File: config.mk
export PLATFORM = sky130hd
export DESIGN_NAME = gpu_blit_flat
export DESIGN_NICKNAME = d
export VERILOG_FILES = /design/src/rtl/gpu_blit_if.sv /design/src/rtl/gpu_blit.sv /design/src/flat_wrapper.sv
export SDC_FILE = /design/constraint.sdc
export NUM_CORES = 1
export LEC_CHECK = 0
export CAP_MARGIN = 5
export CORE_UTILIZATION = 45
export CTS_CLUSTER_SIZE = 12
export DETAILED_ROUTE_END_ITERATION = 16
export GPL_ROUTABILITY_DRIVEN = 0
export GPL_TIMING_DRIVEN = 0
export PLACE_DENSITY = 0.71
export SETUP_SLACK_MARGIN = 0.02
export SLEW_MARGIN = 20
export SYNTH_ARGS = -nofsm -noshare
export SYNTH_HDL_FRONTEND = slang
export SYNTH_SLANG_ARGS = --single-unit
File: constraint.sdc
create_clock -name clk -period 3.3 [get_ports clk]
set_input_delay 0.66 -clock clk [delete_from_list [all_inputs] [get_ports clk]]
set_output_delay 0.66 -clock clk [all_outputs]
set_load 0.05 [all_outputs]
File: src/rtl/gpu_blit_if.sv
// Shared byte-memory bus between the sprite blitter and the CPU-side memory.
// The master drives single-cycle strobes; read data arrives the cycle after mem_read.
interface gpu_blit_if;
    logic        mem_read;
    logic        mem_write;
    logic [15:0] mem_addr;
    logic [7:0]  mem_write_byte;
    logic [7:0]  mem_read_byte;

    modport master (
        output mem_read,
        output mem_write,
        output mem_addr,
        output mem_write_byte,
        input  mem_read_byte
    );

    modport slave (
        input  mem_read,
        input  mem_write,
        input  mem_addr,
        input  mem_write_byte,
        output mem_read_byte
    );
endinterface

File: src/rtl/gpu_blit.sv
// XOR sprite blitter (8/16 px rows, clip or wrap) and screen clear over a shared byte bus.
// Define GPU_BLIT_ROW_COLLISION_EN to count colliding rows on collision_rows.
module gpu_blit #(
    parameter logic [15:0] SCREEN_START = 16'h100,
    parameter int unsigned SCREEN_W     = 64,
    parameter int unsigned SCREEN_H     = 32
) (
    input  logic              clk,
    input  logic              reset,
    input  logic              draw,
    input  logic              clear,
    input  logic [15:0]       addr,
    input  logic [3:0]        lines,
    input  logic [7:0]        x,
    input  logic [7:0]        y,
    input  logic              wide,
    input  logic              wrap,
    output logic              ready,
    output logic              collision,
    output logic [4:0]        collision_rows,
    gpu_blit_if.master        mem
);

    localparam logic [7:0]  ROW_BYTES_B   = 8'(SCREEN_W / 8);
    localparam logic [15:0] ROW_BYTES_W   = 16'(SCREEN_W / 8);
    localparam logic [13:0] CLEAR_BYTES_B = 14'(SCREEN_W * SCREEN_H / 8);
    localparam logic [7:0]  COL_MASK      = 8'(SCREEN_W / 8 - 1);
    localparam logic [8:0]  ROW_MASK      = 9'(SCREEN_H - 1);
    localparam logic [8:0]  SCREEN_H_B    = 9'(SCREEN_H);
    localparam logic [7:0]  X_MASK        = 8'(SCREEN_W - 1);
    localparam logic [7:0]  Y_MASK        = 8'(SCREEN_H - 1);

    typedef enum logic [2:0] {
        StIdle, StFetchHi, StFetchLo, StRmwRd, StRmwWr, StClear
    } state_e;

    state_e      state_q;
    logic [15:0] spr_addr_q;
    logic [7:0]  x0_q, y0_q;
    logic [4:0]  n_q, row_q;
    logic [1:0]  slot_q;
    logic        wide_q, wrap_q;
    logic [15:0] pat_q;
    logic [13:0] cnt_q;

    logic [23:0] shifted;
    logic [7:0]  pk;
    logic        hit;
    logic [7:0]  col0, nxt_col_full;
    logic [2:0]  nxt_slot_idx;
    logic        nxt_slot_ok;
    logic [4:0]  row_nxt;
    logic [8:0]  cur_r_full, cur_r;
    logic        nxt_row_ok;
    logic [15:0] slot0_addr, nxt_slot_addr, lo_fetch_addr, nxt_fetch_addr;

    function automatic logic [15:0] scr_addr(input logic [8:0] r, input logic [7:0] c);
        return SCREEN_START + {7'b0, r} * ROW_BYTES_W + {8'b0, c};
    endfunction

    always_comb begin
        shifted = {pat_q, 8'h00} >> x0_q[2:0];
        case (slot_q)
            2'd0:    pk = shifted[23:16];
            2'd1:    pk = shifted[15:8];
            default: pk = shifted[7:0];
        endcase
    end

    assign hit            = |(mem.mem_read_byte & pk);
    assign col0           = {3'b0, x0_q[7:3]};
    assign nxt_slot_idx   = {1'b0, slot_q} + 3'd1;
    assign nxt_col_full   = col0 + {5'b0, nxt_slot_idx};
    // Once one column slot falls off the right edge, every later slot does too.
    assign nxt_slot_ok    = (nxt_slot_idx < (wide_q ? 3'd3 : 3'd2)) &&
                            (wrap_q || nxt_col_full < ROW_BYTES_B);
    assign row_nxt        = row_q + 5'd1;
    assign cur_r_full     = {1'b0, y0_q} + {4'b0, row_q};
    assign cur_r          = cur_r_full & ROW_MASK;
    assign nxt_row_ok     = (row_nxt < n_q) && (wrap_q || (cur_r_full + 9'd1) < SCREEN_H_B);
    assign slot0_addr     = scr_addr(cur_r, col0 & COL_MASK);
    assign nxt_slot_addr  = scr_addr(cur_r, nxt_col_full & COL_MASK);
    assign lo_fetch_addr  = spr_addr_q + {10'b0, row_q, 1'b1};
    assign nxt_fetch_addr = spr_addr_q + (wide_q ? {10'b0, row_nxt, 1'b0} : {11'b0, row_nxt});

    assign ready              = (state_q == StIdle);
    // Screen byte S is on the bus during the write cycle, so the XOR is formed combinationally.
    assign mem.mem_write_byte = (state_q == StRmwWr) ? (mem.mem_read_byte ^ pk) : 8'h00;

    always_ff @(posedge clk) begin
        if (reset) begin
            state_q       <= StIdle;
            spr_addr_q    <= 16'h0;
            x0_q          <= 8'h0;
            y0_q          <= 8'h0;
            n_q           <= 5'd0;
            row_q         <= 5'd0;
            slot_q        <= 2'd0;
            wide_q        <= 1'b0;
            wrap_q        <= 1'b0;
            pat_q         <= 16'h0;
            cnt_q         <= 14'd0;
            collision     <= 1'b0;
            mem.mem_read  <= 1'b0;
            mem.mem_write <= 1'b0;
            mem.mem_addr  <= 16'h0;
        end else begin
            case (state_q)
                StIdle: begin
                    if (clear) begin
                        state_q <= StClear;
                        cnt_q   <= 14'd0;
                    end else if (draw) begin
                        collision  <= 1'b0;
                        spr_addr_q <= addr;
                        x0_q       <= x & X_MASK;
                        y0_q       <= y & Y_MASK;
                        wide_q     <= wide;
                        wrap_q     <= wrap;
                        row_q      <= 5'd0;
                        slot_q     <= 2'd0;
                        n_q        <= (lines == 4'd0 && wide) ? 5'd16 : {1'b0, lines};
                        if (lines != 4'd0 || wide) begin
                            state_q      <= StFetchHi;
                            mem.mem_read <= 1'b1;
                            mem.mem_addr <= addr;
                        end
                    end
                end
                StFetchHi: begin
                    slot_q       <= 2'd0;
                    mem.mem_read <= 1'b1;
                    if (wide_q) begin
                        state_q      <= StFetchLo;
                        mem.mem_addr <= lo_fetch_addr;
                    end else begin
                        state_q      <= StRmwRd;
                        mem.mem_addr <= slot0_addr;
                    end
                end
                StFetchLo: begin
                    pat_q[15:8]  <= mem.mem_read_byte;
                    state_q      <= StRmwRd;
                    mem.mem_read <= 1'b1;
                    mem.mem_addr <= slot0_addr;
                end
                StRmwRd: begin
                    // The last pattern byte lands during the first slot's screen read.
                    if (slot_q == 2'd0) begin
                        if (wide_q) pat_q[7:0] <= mem.mem_read_byte;
                        else        pat_q      <= {mem.mem_read_byte, 8'h00};
                    end
                    state_q       <= StRmwWr;
                    mem.mem_read  <= 1'b0;
                    mem.mem_write <= 1'b1;
                end
                StRmwWr: begin
                    collision     <= collision | hit;
                    mem.mem_write <= 1'b0;
                    if (nxt_slot_ok) begin
                        slot_q       <= nxt_slot_idx[1:0];
                        state_q      <= StRmwRd;
                        mem.mem_read <= 1'b1;
                        mem.mem_addr <= nxt_slot_addr;
                    end else if (nxt_row_ok) begin
                        row_q        <= row_nxt;
                        state_q      <= StFetchHi;
                        mem.mem_read <= 1'b1;
                        mem.mem_addr <= nxt_fetch_addr;
                    end else begin
                        state_q      <= StIdle;
                        mem.mem_addr <= 16'h0;
                    end
                end
                StClear: begin
                    if (cnt_q == CLEAR_BYTES_B) begin
                        state_q       <= StIdle;
                        mem.mem_write <= 1'b0;
                        mem.mem_addr  <= 16'h0;
                    end else begin
                        mem.mem_write <= 1'b1;
                        mem.mem_addr  <= SCREEN_START + {2'b0, cnt_q};
                        cnt_q         <= cnt_q + 14'd1;
                    end
                end
                default: state_q <= StIdle;
            endcase
        end
    end

`ifdef GPU_BLIT_ROW_COLLISION_EN
    logic [4:0] rows_q;
    logic       row_hit_q;
    logic       accept_draw, row_done;

    assign accept_draw = (state_q == StIdle) && draw && !clear;
    assign row_done    = (state_q == StRmwWr) && !nxt_slot_ok;

    always_ff @(posedge clk) begin
        if (reset || accept_draw) begin
            rows_q    <= 5'd0;
            row_hit_q <= 1'b0;
        end else if (state_q == StRmwWr) begin
            if (row_done) begin
                row_hit_q <= 1'b0;
                if ((row_hit_q | hit) && rows_q != 5'd16) rows_q <= rows_q + 5'd1;
            end else begin
                row_hit_q <= row_hit_q | hit;
            end
        end
    end

    assign collision_rows = rows_q;
`else
    assign collision_rows = 5'd0;
`endif

endmodule

File: src/flat_wrapper.sv
// flat-port wrapper written by rule: the top's interface ports become plain ports
module gpu_blit_flat 
#(
    parameter logic [15:0] SCREEN_START = 16'h100,
    parameter int unsigned SCREEN_W     = 64,
    parameter int unsigned SCREEN_H     = 32
)
  (clk, reset, draw, clear, addr, lines, x, y, wide, wrap, ready, collision, collision_rows, mem_mem_read, mem_mem_write, mem_mem_addr, mem_mem_write_byte, mem_mem_read_byte);
  gpu_blit_if mem_i ();
  input  logic clk;
  input  logic reset;
  input  logic draw;
  input  logic clear;
  input  logic [15:0] addr;
  input  logic [3:0] lines;
  input  logic [7:0] x;
  input  logic [7:0] y;
  input  logic wide;
  input  logic wrap;
  output logic ready;
  output logic collision;
  output logic [4:0] collision_rows;
  output wire logic [$bits(mem_i.mem_read)-1:0] mem_mem_read;
  output wire logic [$bits(mem_i.mem_write)-1:0] mem_mem_write;
  output wire logic [$bits(mem_i.mem_addr)-1:0] mem_mem_addr;
  output wire logic [$bits(mem_i.mem_write_byte)-1:0] mem_mem_write_byte;
  input wire logic [$bits(mem_i.mem_read_byte)-1:0] mem_mem_read_byte;
  assign mem_mem_read = mem_i.mem_read;
  assign mem_mem_write = mem_i.mem_write;
  assign mem_mem_addr = mem_i.mem_addr;
  assign mem_mem_write_byte = mem_i.mem_write_byte;
  assign mem_i.mem_read_byte = mem_mem_read_byte;
  gpu_blit #(.SCREEN_START(SCREEN_START), .SCREEN_W(SCREEN_W), .SCREEN_H(SCREEN_H)) u_core (.clk(clk), .reset(reset), .draw(draw), .clear(clear), .addr(addr), .lines(lines), .x(x), .y(y), .wide(wide), .wrap(wrap), .ready(ready), .collision(collision), .collision_rows(collision_rows), .mem(mem_i));
endmodule
==> summary.md, run 1 <==
| Metric | Value |
|---|---|
| Outcome | `complete, no violations` |
| Post-synth top area share | `28.07%` |
| Clk sinks | `93` |
| Hold crit path type | `reg2reg` |
| Crit-path slowest cell | `nor4_2` |
| YS warnings | `0` |
| CP endpoint kind | `flip-flop` |
| Die Y | `123.4 um` |
| Vias in the first global route | `5,886` |
| Total stage count of the critical path | `8` |
| WL final | `20,810 um` |
| Port bufs | `72` |
| Root Driver | `clkbuf_16` |
| Core area | `0.01448 mm2` |
| DRT Pass-1 Iters | `5` |
| Crit path buffers/inverters | `2` |
| Multi-input combinational cell area | `0.004488 mm2` |
| ANT cells | `0` |
| Layout cells sized above 1 | `10.50%` |
| Cell family with the largest share of critical-path delay | `simple AND/OR/NAND/NOR gates` |
| Area Overhead vs Synth | `21.71%` |
| Most area-consuming cells after synthesis | `dfxtp_1, nand2_1, ha_1, a21oi_1, mux2i_1` |
| Clock buffer count from CTS | `9` |
| WL/cell | `18.15 um` |
| Initial antenna violation count | `0` |
| Die area | `0.01523 mm2` |
| Final WS setup | `38.99 ps` |
| Total GRT Usage | `27.74%` |
| Register area share after synthesis | `28.07%` |
| Initial core utilization | `45.81%` |
| Max Cap Viol | `0` |
| Post-route clock period utilization | `98.82%` |
| Worst VDD drop | `0.2882 mV` |
| WHS Path Cells | `2` |
| Crit path time final | `3261 ps` |
| Pwr Total | `0.005419 W` |
| Final setup vio count | `0` |
| Cells after Synth | `866` |
| Worst-Margin Slew | `1010 ps` |
| Residual DRC | `0` |
| Ys flop type | `dfxtp_1` |
| Pleak | `3.085 nW` |
| Critical Path, Cell by Cell | `clkdlybuf4s50_1, nor4_2, a21oi_1, o21a_1, buf_2, nor2_1, a22oi_1, o21ai_0` |
| Via count | `6,776` |
| Die width | `123.4 um` |
| Yosys reg bits | `93` |
| CP Data Required Time | `3580 ps` |
| Clock Skew | `6.770 ps` |
| EDFF count, synth | `0` |
| Max_slew headroom | `32.66%` |
| Place WS | `-575.3 ps` |
| First-pass GRT wire length | `31,730 um` |
| Grt total ovfl | `0` |
| Final HPWL DP | `15,740 um` |
| FP Rows | `44` |
| Final Net Count | `1,051` |
| Clk slew on worst S/H paths | `70 ps` |
| Pin count of the biggest net entering global routing | `16` |
| Reg2Reg Depth | `8` |
| Area leader, netlist | `dfxtp_1` |
| Synth Area per Inst | `7.659 um2` |
| Count leader, synth | `nand2_1` |
| CP max stage delay | `620 ps` |
| CTS H-tree depth | `3` |
| Crit start category | `primary input` |
| R2r setup slk | `110 ps` |
| Pwr Density | `671.2 mW/mm2` |
| Register Area | `0.001868 mm2` |
| CP arrival | `3540 ps` |
| Synth async-reset ratio | `0%` |
| Vias/cell | `5.913` |
| Count of unique library cells instantiated by Yosys | `74` |
| CP Max Fanout | `10` |
| Critical path class | `in2reg` |
| Leading cell types by count after synthesis | `nand2_1, dfxtp_1, a21oi_1` |
| Post-Syn Area | `0.006633 mm2` |
| Initial detailed-routing violation count | `701` |
| Fill cells | `1,377` |
| RSZ-0062 raised after global routing | `true` |
| Slew Viols, Final | `0` |
| Final ANT Viol Nets | `0` |
| Maximum root-to-sink buffer count | `2` |
| Hold WS | `456.6 ps` |
| Final hold viol count | `0` |
| Clock Latency Late Sink | `360 ps` |
| Top-Level Pins | `83` |
| Fmax | `306.7 MHz` |
| CTS tree | `built` |
| Cts-stage hold buffer count | `0` |
## report_power, final
part | switching, W | internal [W] | total, W
sequential | 0.000164 | 0.00131 | 0.00147
clock | 0.000465 | 0.000814 | 0.00128
combinational | 0.00174 | 0.000930 | 0.00267
total | 0.00237 | 0.00305 | 0.00542
## final cells by class
class / instances / share of cell area, %
Multi-Input combinational cell: 696 / 55.60
Sequential cell: 93 / 23.14
Timing Repair Buffer: 77 / 9.253
Buffer: 57 / 3.596
Tap cell: 184 / 2.852
Clock buffer: 9 / 2.790
Clock inverter: 7 / 1.705
Inverter: 23 / 1.069
## routing by layer
layer	wire length, um	vias to the layer above	track usage, %
li1	-	3276	-
met4	796	0	12.27
met2	9210	278	42.98
met3	1459	52	4.059
met1	9339	3170	38.01
met5	0	-	0
## worst paths after layout
path | from | end
max | lines[1] | u_core.mem.mem_addr[4]
min | u_core.n_q[4] | u_core.n_q[4]
max reg2reg | u_core.row_q[0] | u_core.mem.mem_addr[4]
min reg2reg | u_core.n_q[4] | u_core.n_q[4]
## flip-flops by register name (all words and copies together), names as in the netlist, 5 cells and up
signal and cells:
u_core.x0_q 6, u_core.n_q 5, u_core.y0_q 5, u_core.cnt_q 14, u_core.pat_q 16, u_core.spr_addr_q 16, u_core.row_q 5, u_core.mem.mem_addr 16
## layout by cell type, fill, tap and decap left out, types with 8 or more instances in the layout
cell type / synthesis / layout
o211ai_1: 14 / 14
mux2i_1: 29 / 26
clkbuf_1: 32 / 23
xnor2_1: 26 / 25
xor2_1: 14 / 14
a31oi_1: 10 / 10
mux2_2: 10 / 9
ha_1: 40 / 39
nor3_1: 19 / 19
and3_1: 13 / 13
nand3_1: 35 / 35
dfxtp_1: 93 / 90
nand2b_1: 12 / 12
inv_1: 22 / 22
nand2_1: 134 / 134
a211oi_1: 12 / 12
a21oi_1: 83 / 82
clkbuf_16: 0 / 10
o21ai_0: 39 / 37
clkdlybuf4s50_1: 0 / 64
nor2_1: 75 / 74
buf_4: 6 / 12
buf_2: 11 / 19
a221oi_1: 8 / 8
## per-stage QoR
stage,utilization [%],cells,cell area (um2),TNS [ps]
floorplan,-,870,6648,0
global placement,52.48,1126,7599,-4517
detailed placement,52.48,1126,7599,-4983
CTS,55.06,1142,7973,0
global route,55.76,1146,8073,0
finish,55.76,1146,8073,0
## cell families after synthesis
| family | count (synthesis) | share of synthesized area (%) |
|---|---|---|
| flops | 93 | 28.07 |
| other cells | 1 | 0.05654 |
| mux | 39 | 6.074 |
| simple gates | 344 | 24.60 |
| compound gates | 224 | 21.85 |
| buf+inv | 81 | 5.320 |
| xor+xnor | 40 | 5.282 |
| fa+ha+maj | 44 | 8.753 |
## worst register-to-register path, cell delays in order, from the launching register on
cell and delay (ps):
dfxtp_2 400, ha_1 260, fa_1 400, xor2_1 510, nand3_1 140, nor3_1 340, a211oi_4 160, o21ai_0 620
o21ai_0 210
## what timing repair did
| item | in CTS | in global routing |
|---|---|---|
| setup endpoints to repair | 16 | 14 |
| buffers inserted | 1 | 3 |
| gates resized for setup | 52 | 31 |
| gates cloned | 0 | 1 |
| pin swaps | 1 | 2 |
Power figures use the tool's default switching activity.
==> inputs of run 2 (changes only) <==
--- a/config.mk
+++ b/config.mk
@@ -7,6 +7,7 @@
 export LEC_CHECK = 0
 export CAP_MARGIN = 5
 export CORE_UTILIZATION = 45
+export CTS_CLUSTER_DIAMETER = 40
 export CTS_CLUSTER_SIZE = 12
 export DETAILED_ROUTE_END_ITERATION = 16
 export GPL_ROUTABILITY_DRIVEN = 0
==> results of run 2 <==
The final DEF is identical to that of run 1; final timing and power are the same.
